$ cat config.mk
export PLATFORM = sky130hd
export DESIGN_NAME = score_ctrl
export DESIGN_NICKNAME = d
export VERILOG_FILES = /design/src/rtl/score_pkg.sv /design/src/rtl/lane_evt_cnt.sv /design/src/rtl/score_ctrl.sv
export SDC_FILE = /design/constraint.sdc
export NUM_CORES = 1
export LEC_CHECK = 0
export ABC_AREA = 1
export BUFFER_PORTS_ARGS = -buffer_cell sky130_fd_sc_hd__buf_2
export CORE_MARGIN = 2
export CORE_UTILIZATION = 40
export CTS_BUF_LIST = sky130_fd_sc_hd__clkbuf_4
export CTS_CLUSTER_SIZE = 14
export DETAILED_ROUTE_END_ITERATION = 6
export GPL_ROUTABILITY_DRIVEN = 0
export PLACE_DENSITY_LB_ADDON = 0.25
export SETUP_SLACK_MARGIN = 0.5
export SYNTH_ARGS = -nofsm -noshare
export SYNTH_HDL_FRONTEND = slang
export SYNTH_SLANG_ARGS = --single-unit
$ cat constraint.sdc
create_clock -name Clk -period 7.6 [get_ports Clk]
set_input_delay 0.38 -clock Clk [delete_from_list [all_inputs] [get_ports Clk]]
set_output_delay 0.38 -clock Clk [all_outputs]
set_load 0.01 [all_outputs]
$ cat src/rtl/score_pkg.sv
// Shared types, widths and default weights for the gameplay scoring controller.
package score_pkg;

    localparam int unsigned NUM_LANES = 4;
    localparam int unsigned SCORE_W   = 16;
    localparam int unsigned COMBO_W   = 10;
    localparam int unsigned CNT_W     = 4;

    localparam int unsigned HIT_PTS_DEF    = 10;
    localparam int unsigned MISS_PTS_DEF   = 5;
    localparam int unsigned COMBO_STEP_DEF = 10;
    localparam int unsigned MAX_MULT_DEF   = 4;
    localparam int unsigned COMBO_MAX_DEF  = 999;

    typedef enum logic [1:0] {
        PhIdle   = 2'd0,
        PhPlay   = 2'd1,
        PhCommit = 2'd2,
        PhDone   = 2'd3
    } phase_t;

    // Increment that sticks at all-ones instead of wrapping.
    function automatic logic [CNT_W-1:0] sat_inc(input logic [CNT_W-1:0] v);
        return (v == {CNT_W{1'b1}}) ? v : v + 1'b1;
    endfunction

endpackage

$ cat src/rtl/lane_evt_cnt.sv
// Per-lane saturating hit/miss counters with a snapshot copy for the commit sequencer.
module lane_evt_cnt
    import score_pkg::*;
(
    input  logic             Clk,
    input  logic             reset,
    input  logic             clear,
    input  logic             snap,
    input  logic             count_en,
    input  logic             hit,
    input  logic             miss,
    output logic [CNT_W-1:0] hit_snap,
    output logic [CNT_W-1:0] miss_snap
);

    logic [CNT_W-1:0] hit_cnt_q, hit_cnt_d, miss_cnt_q, miss_cnt_d;
    logic [CNT_W-1:0] hit_snap_q, hit_snap_d, miss_snap_q, miss_snap_d;
    logic [CNT_W-1:0] hit_base, miss_base;

    // A snapshot opens a fresh window; a pulse in the same cycle counts into it.
    always_comb begin
        hit_base    = snap ? '0 : hit_cnt_q;
        miss_base   = snap ? '0 : miss_cnt_q;
        hit_cnt_d   = (count_en && hit)  ? sat_inc(hit_base)  : hit_base;
        miss_cnt_d  = (count_en && miss) ? sat_inc(miss_base) : miss_base;
        hit_snap_d  = snap ? hit_cnt_q  : hit_snap_q;
        miss_snap_d = snap ? miss_cnt_q : miss_snap_q;
        if (clear) begin
            hit_cnt_d   = '0;
            miss_cnt_d  = '0;
            hit_snap_d  = '0;
            miss_snap_d = '0;
        end
    end

    // Counter and snapshot registers.
    always_ff @(posedge Clk) begin
        if (reset) begin
            hit_cnt_q   <= '0;
            miss_cnt_q  <= '0;
            hit_snap_q  <= '0;
            miss_snap_q <= '0;
        end else begin
            hit_cnt_q   <= hit_cnt_d;
            miss_cnt_q  <= miss_cnt_d;
            hit_snap_q  <= hit_snap_d;
            miss_snap_q <= miss_snap_d;
        end
    end

    assign hit_snap  = hit_snap_q;
    assign miss_snap = miss_snap_q;

endmodule

$ cat src/rtl/score_ctrl.sv
// Game-phase FSM and per-lane weighted score/combo sequencer for the HUD.
module score_ctrl
    import score_pkg::*;
#(
    parameter int unsigned HIT_PTS    = HIT_PTS_DEF,
    parameter int unsigned MISS_PTS   = MISS_PTS_DEF,
    parameter int unsigned COMBO_STEP = COMBO_STEP_DEF,
    parameter int unsigned MAX_MULT   = MAX_MULT_DEF,
    parameter int unsigned COMBO_MAX  = COMBO_MAX_DEF
) (
    input  logic                 Clk,
    input  logic                 reset,
    input  logic                 frame_clk,
    input  logic                 start,
    input  logic                 song_end,
    input  logic [NUM_LANES-1:0] hit_evt,
    input  logic [NUM_LANES-1:0] miss_evt,
    output logic [SCORE_W-1:0]   score,
    output logic [COMBO_W-1:0]   combo,
    output logic [COMBO_W-1:0]   max_combo,
    output logic [2:0]           mult,
    output logic                 busy,
    output logic [1:0]           phase
);

    localparam logic [COMBO_W:0]   ComboMaxExt = (COMBO_W+1)'(COMBO_MAX);
    localparam logic [COMBO_W-1:0] ComboMax    = COMBO_W'(COMBO_MAX);
    localparam logic [COMBO_W-1:0] ComboStep   = COMBO_W'(COMBO_STEP);
    localparam logic [COMBO_W-1:0] MultCapDiv  = COMBO_W'(MAX_MULT - 1);
    localparam logic [2:0]         MaxMult     = 3'(MAX_MULT);

    phase_t               state_q, state_d;
    logic                 frame_clk_q, fe;
    logic                 pending_fe_q, pending_fe_d;
    logic                 end_pending_q, end_pending_d;
    logic                 end_req_q, end_req_d;
    logic [1:0]           lane_idx_q, lane_idx_d;
    logic [SCORE_W-1:0]   score_q, score_d;
    logic [COMBO_W-1:0]   combo_q, combo_d, max_combo_q, max_combo_d;
    logic [2:0]           mult_q, mult_d;
    logic                 clear, snap, count_en;

    logic [CNT_W-1:0]     hit_snap  [NUM_LANES];
    logic [CNT_W-1:0]     miss_snap [NUM_LANES];

    assign fe       = frame_clk & ~frame_clk_q;
    assign count_en = (state_q == PhPlay) || (state_q == PhCommit);

    for (genvar i = 0; i < NUM_LANES; i++) begin : g_lane
        lane_evt_cnt u_lane (
            .Clk       (Clk),
            .reset     (reset),
            .clear     (clear),
            .snap      (snap),
            .count_en  (count_en),
            .hit       (hit_evt[i]),
            .miss      (miss_evt[i]),
            .hit_snap  (hit_snap[i]),
            .miss_snap (miss_snap[i])
        );
    end

    logic [CNT_W-1:0]   lane_hits, lane_miss;
    logic [18:0]        pts, pen;
    logic signed [18:0] s_sum;
    logic [SCORE_W-1:0] score_new;
    logic [COMBO_W:0]   combo_sum;
    logic [COMBO_W-1:0] combo_new, mult_div, max_new;
    logic [2:0]         mult_new;

    // Weighted, clamped update for the lane currently being committed.
    always_comb begin
        lane_hits = hit_snap[lane_idx_q];
        lane_miss = miss_snap[lane_idx_q];
        pts       = 19'(lane_hits) * 19'(HIT_PTS) * 19'(mult_q);
        pen       = 19'(lane_miss) * 19'(MISS_PTS);
        s_sum     = $signed({3'b000, score_q}) + $signed(pts) - $signed(pen);
        if (s_sum < 0) begin
            score_new = '0;
        end else if (s_sum > 19'sd65535) begin
            score_new = '1;
        end else begin
            score_new = s_sum[SCORE_W-1:0];
        end
        combo_sum = {1'b0, combo_q} + {{(COMBO_W+1-CNT_W){1'b0}}, lane_hits};
        if (lane_miss != '0) begin
            combo_new = '0;
        end else if (combo_sum > ComboMaxExt) begin
            combo_new = ComboMax;
        end else begin
            combo_new = combo_sum[COMBO_W-1:0];
        end
        max_new  = (combo_new > max_combo_q) ? combo_new : max_combo_q;
        mult_div = combo_new / ComboStep;
        mult_new = (mult_div >= MultCapDiv) ? MaxMult : 3'(mult_div + 1'b1);
    end

    // Phase sequencing: window snapshots, four-cycle commit, restart/abort on start.
    always_comb begin
        state_d       = state_q;
        pending_fe_d  = pending_fe_q;
        end_pending_d = end_pending_q;
        end_req_d     = end_req_q;
        lane_idx_d    = lane_idx_q;
        score_d       = score_q;
        combo_d       = combo_q;
        max_combo_d   = max_combo_q;
        mult_d        = mult_q;
        clear         = 1'b0;
        snap          = 1'b0;
        if (start) begin
            clear         = 1'b1;
            state_d       = PhPlay;
            pending_fe_d  = 1'b0;
            end_pending_d = 1'b0;
            end_req_d     = 1'b0;
            lane_idx_d    = '0;
            score_d       = '0;
            combo_d       = '0;
            max_combo_d   = '0;
            mult_d        = 3'd1;
        end else begin
            unique case (state_q)
                PhIdle, PhDone: begin
                    snap = fe;
                end
                PhPlay: begin
                    if (fe || pending_fe_q || song_end) begin
                        snap          = 1'b1;
                        pending_fe_d  = 1'b0;
                        lane_idx_d    = '0;
                        state_d       = PhCommit;
                        end_pending_d = song_end;
                    end
                end
                PhCommit: begin
                    if (fe) pending_fe_d = 1'b1;
                    // A song end seen mid-commit still gets its own final snapshot.
                    if (song_end) end_req_d = 1'b1;
                    score_d     = score_new;
                    combo_d     = combo_new;
                    max_combo_d = max_new;
                    mult_d      = mult_new;
                    lane_idx_d  = lane_idx_q + 2'd1;
                    if (lane_idx_q == 2'(NUM_LANES - 1)) begin
                        if (end_pending_q) begin
                            state_d = PhDone;
                        end else if (pending_fe_d || end_req_d) begin
                            snap          = 1'b1;
                            end_pending_d = end_req_d;
                            end_req_d     = 1'b0;
                            pending_fe_d  = 1'b0;
                            lane_idx_d    = '0;
                        end else begin
                            state_d = PhPlay;
                        end
                    end
                end
                default: state_d = PhIdle;
            endcase
        end
    end

    // State and datapath registers.
    always_ff @(posedge Clk) begin
        if (reset) begin
            state_q       <= PhIdle;
            frame_clk_q   <= 1'b0;
            pending_fe_q  <= 1'b0;
            end_pending_q <= 1'b0;
            end_req_q     <= 1'b0;
            lane_idx_q    <= '0;
            score_q       <= '0;
            combo_q       <= '0;
            max_combo_q   <= '0;
            mult_q        <= 3'd1;
        end else begin
            state_q       <= state_d;
            frame_clk_q   <= frame_clk;
            pending_fe_q  <= pending_fe_d;
            end_pending_q <= end_pending_d;
            end_req_q     <= end_req_d;
            lane_idx_q    <= lane_idx_d;
            score_q       <= score_d;
            combo_q       <= combo_d;
            max_combo_q   <= max_combo_d;
            mult_q        <= mult_d;
        end
    end

    assign score     = score_q;
    assign combo     = combo_q;
    assign max_combo = max_combo_q;
    assign mult      = mult_q;
    assign busy      = (state_q == PhCommit);
    assign phase     = state_q;

endmodule

Word level (Yosys, flattened, before mapping)
Cells that the tools add are included.
{"block": "op_classes", "add_sub_neg": 13, "n_mul": 3, "div": 1, "magnitude_cmp": 6, "eq_ne": 18, "n_shift": 0, "mux": 72, "n_bitwise": 3, "reduce_logical": 24}
{"operator": "$mux W4", "n": 28}
{"operator": "$add A4 B1 Y4 const B", "n": 8}
{"operator": "$eq A4 B4 Y1 const B", "n": 8}
{"operator": "$mux W16", "n": 2}
{"operator": "$mux W1", "n": 24}
{"operator": "$mux W10", "n": 2}
{"operator": "$gt A18 B17 Y1 const B", "n": 1}
{"operator": "$lt A18 B1 Y1 const B", "n": 1}
{"operator": "$sub A17 B7 Y18", "n": 1}
{"operator": "$add A16 B11 Y17", "n": 1}
{"operator": "$bmux W4 S2", "n": 2}
{"operator": "$mux W2", "n": 8}
{"operator": "$mul A4 B3 Y7 const B", "n": 2}
{"operator": "$add A10 B4 Y11", "n": 1}
{"operator": "$gt A11 B10 Y1 const B", "n": 1}
{"operator": "$div A10 B4 Y10 const B", "n": 1}
{"operator": "$ge A10 B2 Y1 const B", "n": 1}
{"operator": "$gt A10 B10 Y1", "n": 1}
{"operator": "$mul A7 B3 Y10", "n": 1}
{"operator": "$logic_and A1 B1 Y1", "n": 8}
{"operator": "$pmux W2 S2", "n": 2}
{"operator": "$reduce_and A4 Y1", "n": 2}
{"operator": "$eq A2 B2 Y1 const B", "n": 3}
{"operator": "$ne A3 B2 Y1 const B", "n": 2}
{"operator": "other kinds (21)", "n": 29}
{"block": "totals", "register_bits": 111, "latchBits": 0, "ram_bits": 0, "romBits": 0, "output_inout_bits": 42, "memories": 0}

Depth between registers and ports, before layout
Gate-level depths: netlist of the first run.
{"block": "logic_depth", "ltp_word": 15, "depth_mapped": 52, "ltp_nobuf": 51}

By module
From an unflattened synthesis of the first run, not the netlist that was laid out.
{"block": "hier_totals", "hier_cells": 1183, "hier_area_um2": 8116.5}
{"mod": "score_ctrl", "instances": 1, "cells_each": 791, "area_each_um2": 5223.8, "seq_area_each_um2": 940.9}
{"mod": "lane_evt_cnt", "instances": 4, "cells_each": 98, "area_each_um2": 723.2, "seq_area_each_um2": 320.3}

Worst setup path before layout of the first run
Ideal clock, no wire load.
{"block": "synth_path", "path_type": "register to register", "start": "register lane_idx_q[0]", "end": "register score_q[10], in the netlist score[10]", "setup_ps": 70, "arrival_ps": 6161, "required_time_ps": 7530, "path_slack_ps": 1369, "stages_incl_launch_ff": 39, "n_path_buf": 2, "period_less_slack_ps": 6231, "cell_sequence": "dfxtp_1 > inv_1 > clkbuf_1 > nand2_1 > nand3_1 > nand2_1 > inv_1 > ha_1 > ha_1 > fa_1 > nand2_1 > fa_1 > inv_1 > ha_1 > a21oi_1 > nand2_1 > xnor2_1 > inv_1 > [... 3 more ...] > o21bai_1 > a21oi_1 > o21bai_1 > a21oi_1 > o21bai_1 > a21oi_1 > o21bai_1 > nand2_1 > nand2_1 > a21oi_1 > inv_1 > nand2_1 > nand2_1 > inv_1 > nor2_1 > clkbuf_1 > nand2_1 > a21oi_1"}
{"block": "synth_via", "elab_chain_cells": 11, "elab_cells_between_ends": 16, "cone_classes": "2 x add/sub; 3 x mul; 2 x order compare; 8 x mux; 1 x bitwise"}
{"item": "start, declared", "line_no": "score_ctrl.sv:37", "text": "logic [1:0] lane_idx_q, lane_idx_d;"}
{"item": "start signal, assigned", "line_no": "score_ctrl.sv:183", "text": "lane_idx_q <= lane_idx_d;"}
{"item": "$not A2 Y3 (not written as such) *", "line_no": "score_ctrl.sv:73, score_ctrl.sv:74"}
{"item": "$bmux W4 S2", "line_no": "score_ctrl.sv:73", "text": "lane_hits = hit_snap[lane_idx_q];"}
{"item": "$mux W4 (not written as such) (2 in a row)", "line_no": "score_ctrl.sv:73"}
{"item": "$mul A4 B3 Y7", "line_no": "score_ctrl.sv:75", "text": "pts = 19'(lane_hits) * 19'(HIT_PTS) * 19'(mult_q);"}
{"item": "$mul A7 B3 Y10", "line_no": "score_ctrl.sv:75"}
{"item": "$add A16 B11 Y17", "line_no": "score_ctrl.sv:77", "text": "s_sum = $signed({3'b000, score_q}) + $signed(pts) - $signed(pen);"}
{"item": "$sub A17 B7 Y18 *", "line_no": "score_ctrl.sv:77"}
{"item": "$gt A18 B17 Y1", "line_no": "score_ctrl.sv:80", "text": "end else if (s_sum > 19'sd65535) begin"}
{"item": "$mux W16", "line_no": "score_ctrl.sv:80"}
{"item": "$mux W16 *", "line_no": "score_ctrl.sv:78", "text": "if (s_sum < 0) begin"}
{"item": "end signal, assigned", "line_no": "score_ctrl.sv:184", "text": "score_q <= score_d;"}
{"item": "end, declared", "line_no": "score_ctrl.sv:38", "text": "logic [SCORE_W-1:0] score_q, score_d;"}
Every way passes the cells marked *; elsewhere a longest branch is shown, timed or not. The select of a mux whose other input is x is not followed.
A chain may end at the register's enable or synchronous reset.

Worst setup path in the final report of the first run
{"block": "layout_path", "start": "register lane_idx_q[0]", "end": "register score_q[15], in the netlist score[15]"}
Same word-level chain as after synthesis.

==> results of run 1 <==
[cells in the mapped netlist, types with 2 or more instances]
library cell	number
sky130_fd_sc_hd__dfxtp_1	111
sky130_fd_sc_hd__a211oi_1	6
sky130_fd_sc_hd__buf_6	4
sky130_fd_sc_hd__o21ai_0	95
sky130_fd_sc_hd__o21bai_1	8
sky130_fd_sc_hd__nor3_1	9
sky130_fd_sc_hd__xor2_1	13
sky130_fd_sc_hd__a21oi_1	103
sky130_fd_sc_hd__a21o_1	3
sky130_fd_sc_hd__ha_1	65
sky130_fd_sc_hd__nand3_2	8
sky130_fd_sc_hd__inv_2	12
sky130_fd_sc_hd__nor2_1	98
sky130_fd_sc_hd__nand2_4	3
sky130_fd_sc_hd__nand3_1	59
sky130_fd_sc_hd__o21ai_1	3
sky130_fd_sc_hd__fa_1	16
sky130_fd_sc_hd__nand4_1	14
sky130_fd_sc_hd__a311oi_1	2
sky130_fd_sc_hd__xnor2_1	8
sky130_fd_sc_hd__nand2_2	25
sky130_fd_sc_hd__a31oi_1	4
sky130_fd_sc_hd__nand2_1	225
sky130_fd_sc_hd__clkinv_1	3
sky130_fd_sc_hd__o21ai_2	3
sky130_fd_sc_hd__inv_1	181
sky130_fd_sc_hd__clkbuf_1	31
sky130_fd_sc_hd__o211ai_1	5
sky130_fd_sc_hd__nor2_2	2
sky130_fd_sc_hd__nand4_2	2
[cells by family (layout without fill, tap and decap cells)]
logic type	count (synthesis)	in the layout	synth area share, %
compound gates	242	242	17.15
xor+xnor	21	21	2.371
fa+ha+maj	81	81	14.62
buf+inv	232	277	11.63
flops	111	111	28.65
other cells	0	1	0
simple gates	449	449	25.58
[per-layer routing]
metal | vias to the layer above | routed length, um
met5 | - | 0
met4 | 0 | 221
met3 | 15 | 539
met2 | 92 | 8178
met1 | 3143 | 8829
li1 | 3746 | -
[sequential cells by signal, summed over array words and instances (netlist names)]
signal                    flops
end_req_q                     1
max_combo                    10
g_lane.u_lane.hit_snap       16
end_pending_q                 1
g_lane.u_lane.miss_cnt_q     16
lane_idx_q                    2
mult                          3
pending_fe_q                  1
frame_clk_q                   1
score                        16
combo                        10
g_lane.u_lane.miss_snap      16
g_lane.u_lane.hit_cnt_q      16
phase                         2
[worst max-delay path: cells and delay by family, from the launching register on]
kind                       cells  cell delay [ps]
adders and majority gates      7             2640
buffers and inverters          7              560
AOI/OAI and AO/OA             11             1500
and+or+nand+nor               12             1150
DFF                            1              410
xor gates and xnor gates       1              130
[metrics by stage]
stage / hold WS, ps / area [um^2]
global route: 26.44 / 8444
finish: 59.82 / 8444
global placement: 450.4 / 8250
CTS: 34.53 / 8387
floorplan: 429.8 / 7756
detailed placement: 453.6 / 8250
[area by class of cell]
type | instances | area [um^2]
fill | 2041 | 10450
multi-input combinational | 793 | 4664
sequential | 111 | 2225
inverter | 197 | 744.5
timing repair buffer | 63 | 341.6
tap | 260 | 325.3
clock inverter | 7 | 68.82
clock buffer | 9 | 67.56
timing repair inverter | 1 | 5.005
antenna | 1 | 2.502
[worst max path at each step]
stage,from,endpoint,slack [ps],cells past startpoint
after floorplan,lane_idx_q[0]$_SDFFE_PP0P_,score[10]$_SDFFE_PP0P_,1370,38
after global placement,lane_idx_q[1]$_SDFFE_PP0P_,score[13]$_SDFFE_PP0P_,990,33
after detailed placement,lane_idx_q[1]$_SDFFE_PP0P_,score[3]$_SDFFE_PP0P_,760,36
after CTS,lane_idx_q[1]$_SDFFE_PP0P_,score[0]$_SDFFE_PP0P_,740,36
after global routing,lane_idx_q[0]$_SDFFE_PP0P_,score[12]$_SDFFE_PP0P_,510,38
final,lane_idx_q[0]$_SDFFE_PP0P_,score[15]$_SDFFE_PP0P_,1140,38
[timing repair]
item / in CTS / in global routing
endpoints found under the setup margin: 0 / 16
buffers inserted: 0 / 2
hold buffers: 0 / 0
resized for setup: 0 / 11
[power by group]
| group | switching [mW] | internal, mW | total, mW |
|---|---|---|---|
| clock network | 0.209 | 0.100 | 0.309 |
| logic | 0.288 | 0.165 | 0.453 |
| registers | 0.0142 | 0.600 | 0.615 |
| total | 0.511 | 0.866 | 1.38 |
==> flow_summary.ini, run 1 <==
[global_routing]
global_routing_usage_summed_across_all_routing_layers_pct = 17.98
global_route.peak_usage_layer = met2
largest_net_degree_at_the_start_of_global_routing = 76
global_route.usage.met1_pct = 24.41
groute.layer.met2.usage_pct = 29.79
grt_pass1_wl_mm = 30.13
grt.met3_usage_pct = 2.985
grt_pass1_vias = 6556
grt-ovfl-total = 0
antenna_found_initial = 1

[yosys]
post_synth_edffs = 0
synth.avg_cell_area_um2 = 6.828
synth.yosys.seq_area_share_pct = 28.65
synth_area_um2 = 7756
synth_area_leaders = sky130_fd_sc_hd__dfxtp_1, sky130_fd_sc_hd__nand2_1, sky130_fd_sc_hd__ha_1
syn-instance-count = 1136
yosysWarningCount = 0
proportion_of_netlist_area_held_by_the_largest_area_contributor_pct = 28.65
synth_largest_area_cell = sky130_fd_sc_hd__dfxtp_1
synth_seq_cells = 111
ys_types = 45
synthArstFlopShare_pct = 0
syn_nets = 1230
synth_flop_cell = sky130_fd_sc_hd__dfxtp_1

[placed_design]
pre_cts_ws_ps = 760.9
numPortBuffers = 54
post-place-cells = 1422
hpwlAfterDp_mm = 13.38

[setup_path]
ff2ff_path_depth = 38
path_class = register to register
critical_path_peak_fanout = 16
rrSetupSlack_ps = 1140
worstPathArrival_ps = 6910
setup.worst_path.end_class = register
worst_path_max_delay_cell = sky130_fd_sc_hd__fa_1
critPathMostFrequentCell = sky130_fd_sc_hd__nand2_1
crit_path_start_kind = register
critPathRequiredTime_ps = 8050
cpPeakStageDelay_ps = 530
regToRegStartpoint = lane_idx_q[0]$_SDFFE_PP0P_
rr_endpoint = score[15]$_SDFFE_PP0P_

[layout]
area_growth_pct = 8.872
commonest_non_fill_non_tap_cell_in_the_layout = sky130_fd_sc_hd__nand2_1
mostFrequentLayoutCells = sky130_fd_sc_hd__nand2_1, sky130_fd_sc_hd__inv_1, sky130_fd_sc_hd__dfxtp_1, sky130_fd_sc_hd__a21oi_1, sky130_fd_sc_hd__nor2_1
drive_gt1_share_pct = 12.53
final_net_count = 1270
post-route-util_pct = 44.70
fin_cells = 1442

[die]
die_y_um = 143.3
pin_count = 55
placement_row_count = 50
core_area_um2 = 18890
die_width_um = 143.3
die_area_um2 = 20520
start_util_pct = 41.05

[routing]
routedWlPerCell_um = 12.32
detailed_router_s_first_iteration_violation_count = 311
post_drt_via_cell_ratio = 4.852
route.final.wire_length_mm = 17.77
route.antenna.remaining_nets = 0
route.vias.total = 6996
number_of_detailed_route_iterations_in_the_first_pass = 5
drc = 0

[timing]
setup_viol = 0
setup_ws_ps = 1140
rsz_0062_raised_after_global_routing = false
achievable-frequency_mhz = 154.8
clock-skew-final_ps = 33.95
final_hold_viol_count = 0
number_of_max_slew_violations_in_the_final_report = 0
worst-slew-pin-transition_ps = 918.1
finalCritPeriodShare_pct = 85.00
final.setup.tns_ps = 0
max-slew-margin-rel_pct = 38.73
finalCriticalPeriod_ps = 6460

[hold_path]
worst_hold_path_type = input pin to register
hold_path_startpoint = reset
count_of_cells_along_the_worst_hold_path = 2
hold_path_end = frame_clk_q$_SDFF_PP0_

[clocking]
cts_buffers = 9
cts_num_sinks = 111
ctsRootBufferMaster = sky130_fd_sc_hd__clkbuf_4
clk-insertion-delay-late_ps = 510
clk_transition_reported_paths_ps = 190
maximum_buffer_depth_of_the_clock_tree = 2
tritoncts = built
h_tree_depth = 3

[status]
run_status = complete, no violations

[pwr]
irDropWorstVdd_mv = 0.08124
total_power_mw = 1.377
power.density_cell_area_nw_per_um2 = 163.1
p_leak_nw = 4.186

[run]
max_capacitance_violation_count = 0
(Power assumes the default switching activity.)
==> inputs of run 2 (changes only) <==
- clock period: 7.6 -> 6.6 ns (I/O delays scaled with it)
==> run 2 against run 1 <==
Effect of this change:
- combinational power is 61% higher
- power increased by 29%
- routed wire length is 3.1% higher
- core utilization grew 2.5 points
- fmax up 10%
- clock power grew 10%
- worst hold slack improved by 21 ps
- critical path type unchanged
==> flow_summary.ini, run 2 (same netlist as run 1, synthesis figures left out) <==
[setup_path]
critPathMostFrequentCell = sky130_fd_sc_hd__nand2_1
worstPathArrival_ps = 6310
crit_path_start_kind = register
regToRegStartpoint = lane_idx_q[0]$_SDFFE_PP0P_
worst_path_max_delay_cell = sky130_fd_sc_hd__fa_1
ff2ff_path_depth = 39
critical_path_peak_fanout = 7
timing.critical_path.to = score[2]$_SDFFE_PP0P_
setup.worst_path.end_class = register
rr_endpoint = score[2]$_SDFFE_PP0P_
startpoint = lane_idx_q[0]$_SDFFE_PP0P_
critPathRequiredTime_ps = 7050
rrSetupSlack_ps = 740
cpPeakStageDelay_ps = 530
path_class = register to register

[timing]
number_of_max_slew_violations_in_the_final_report = 0
final.setup.tns_ps = 0
max-slew-margin-rel_pct = 46.56
rsz_0062_raised_after_global_routing = true
achievable-frequency_mhz = 170.6
final_hold_viol_count = 0
clock-skew-final_ps = 15.91
setup_viol = 0
setup_ws_ps = 739.1
finalCriticalPeriod_ps = 5861
finalCritPeriodShare_pct = 88.80
worst-slew-pin-transition_ps = 800.8

[global_routing]
largest_net_degree_at_the_start_of_global_routing = 76
antenna_found_initial = 1
grt-ovfl-total = 0
grt_pass1_vias = 6639
global_routing_usage_summed_across_all_routing_layers_pct = 18.31
grt_pass1_wl_mm = 30.74

[status]
run_status = complete, no violations

[pwr]
p_leak_nw = 4.367
irDropWorstVdd_mv = 0.1332
power.density_cell_area_nw_per_um2 = 199.3

[layout]
fillCellCount = 1976
ff_latch_area_um2 = 2230
commonest_non_fill_non_tap_cell_in_the_layout = sky130_fd_sc_hd__nand2_1
drive_gt1_share_pct = 18.46
final_net_count = 1297
area_growth_pct = 15.02
multi_input_gate_area_um2 = 4897
mostFrequentLayoutCells = sky130_fd_sc_hd__nand2_1, sky130_fd_sc_hd__inv_1, sky130_fd_sc_hd__dfxtp_1, sky130_fd_sc_hd__nor2_1, sky130_fd_sc_hd__o21ai_0

[routing]
route.antenna.remaining_nets = 0
detailed_router_s_first_iteration_violation_count = 323
number_of_detailed_route_iterations_in_the_first_pass = 5
drc = 0
post_drt_via_cell_ratio = 4.909
route.final.wire_length_mm = 18.31
route.vias.total = 7211
routedWlPerCell_um = 12.46

[clocking]
clk_transition_reported_paths_ps = 190
cts_num_sinks = 111
ctsRootBufferMaster = sky130_fd_sc_hd__clkbuf_4
clk-insertion-delay-late_ps = 510
maximum_buffer_depth_of_the_clock_tree = 2
h_tree_depth = 3
tritoncts = built
cts_buffers = 9

[placed_design]
hpwlAfterDp_mm = 13.30
pre_cts_ws_ps = 120.2
numPortBuffers = 54

[die]
placement_row_count = 50
die_area_um2 = 20520
core_area_um2 = 18890
pin_count = 55
die_y_um = 143.3
die_width_um = 143.3
start_util_pct = 41.05

[run]
max_capacitance_violation_count = 0

[hold_path]
worst_hold_path_type = input pin to register
## run 2: cell count changes in the layout (fill, tap and decap cells not counted), moves of 4 or more
cell / delta
sky130_fd_sc_hd__nand2_2: +11
sky130_fd_sc_hd__ha_4: +7
sky130_fd_sc_hd__nand2_1: -14
sky130_fd_sc_hd__ha_1: -7
sky130_fd_sc_hd__buf_4: +20
sky130_fd_sc_hd__inv_1: -5
sky130_fd_sc_hd__nand3_2: +4
sky130_fd_sc_hd__nand3_1: -4
sky130_fd_sc_hd__a21oi_2: +13
sky130_fd_sc_hd__a21oi_1: -13
sky130_fd_sc_hd__o21ai_0: -4
## run 2: what timing repair did
item / 4_1_cts / 5_1_grt
endpoints found under the setup margin: 16 / 16
setup buffers: 11 / 8
hold buffers: 1 / 1
endpoints found under the hold margin: 2 / 1
gates cloned: 0 / 1
pin swaps: 8 / 39
gates resized for setup: 9 / 70
## run 2: per-layer routing
| layer | GRT usage, % | share of wire, % | vias to the layer above |
|---|---|---|---|
| met1 | 24.06 | 49 | 3307 |
| met2 | 31.40 | 47 | 71 |
| met3 | 2.850 | 2.3 | 17 |
| li1 | - | - | 3816 |
| met4 | 4.696 | 1.3 | 0 |
| met5 | 0 | 0 | - |
## run 2: worst max-delay path, delay by kind of cell, from the launching register on
family,cells,cell delay [ps]
compound gates,10,1240
xor+xnor,1,140
fa+ha+maj,7,2460
buf+inv,8,620
flops,1,410
simple gates,13,950
## run 2: report_power, final
part	internal, mW	switching, mW	leakage [nW]	total [mW]
logic	0.324	0.405	3.40	0.729
clock network	0.0843	0.257	0.0672	0.341
registers	0.691	0.0169	0.900	0.708
## run 2: through the flow
stage	std cells	hold slack [ps]	util, %	cell area, um^2	power (mW)
floorplan	1136	399.1	-	7760	1.135
global placement	1430	451.6	43.99	8310	1.241
detailed placement	1430	452.2	43.99	8310	1.243
CTS	1458	0.8671	45.40	8578	1.674
global route	1469	43.36	47.22	8921	1.910
finish	1469	81.29	47.22	8921	1.778
## run 2: cell type report
cell class              count  area share (%)
diodes                      1         0.02805
inverters                 197           8.387
clock inverters             7          0.7293
clock buffers               9          0.7574
repair buffers             91           6.564
well taps                 260           3.647
flip-flops and latches    111           24.99
multi-input cells         793           54.89
## run 2: how the worst min path moves through the flow
stage | from | end | slack [ps] | cells past startpoint
floorplan | reset | phase[0]$_SDFFE_PP0P_ | 400 | 1
CTS | frame_clk | frame_clk_q$_SDFF_PP0_ | 0.9 | 3
detailed placement | g_lane[0].u_lane.miss_snap[1]$_SDFFE_PP0P_ | g_lane[0].u_lane.miss_snap[1]$_SDFFE_PP0P_ | 450 | 2
global placement | g_lane[2].u_lane.miss_cnt_q[1]$_SDFF_PP0_ | g_lane[2].u_lane.miss_snap[1]$_SDFFE_PP0P_ | 450 | 2
finish | hit_evt[2] | g_lane[2].u_lane.hit_cnt_q[3]$_SDFF_PP0_ | 80 | 3
global route | hit_evt[2] | g_lane[2].u_lane.hit_cnt_q[3]$_SDFF_PP0_ | 40 | 3
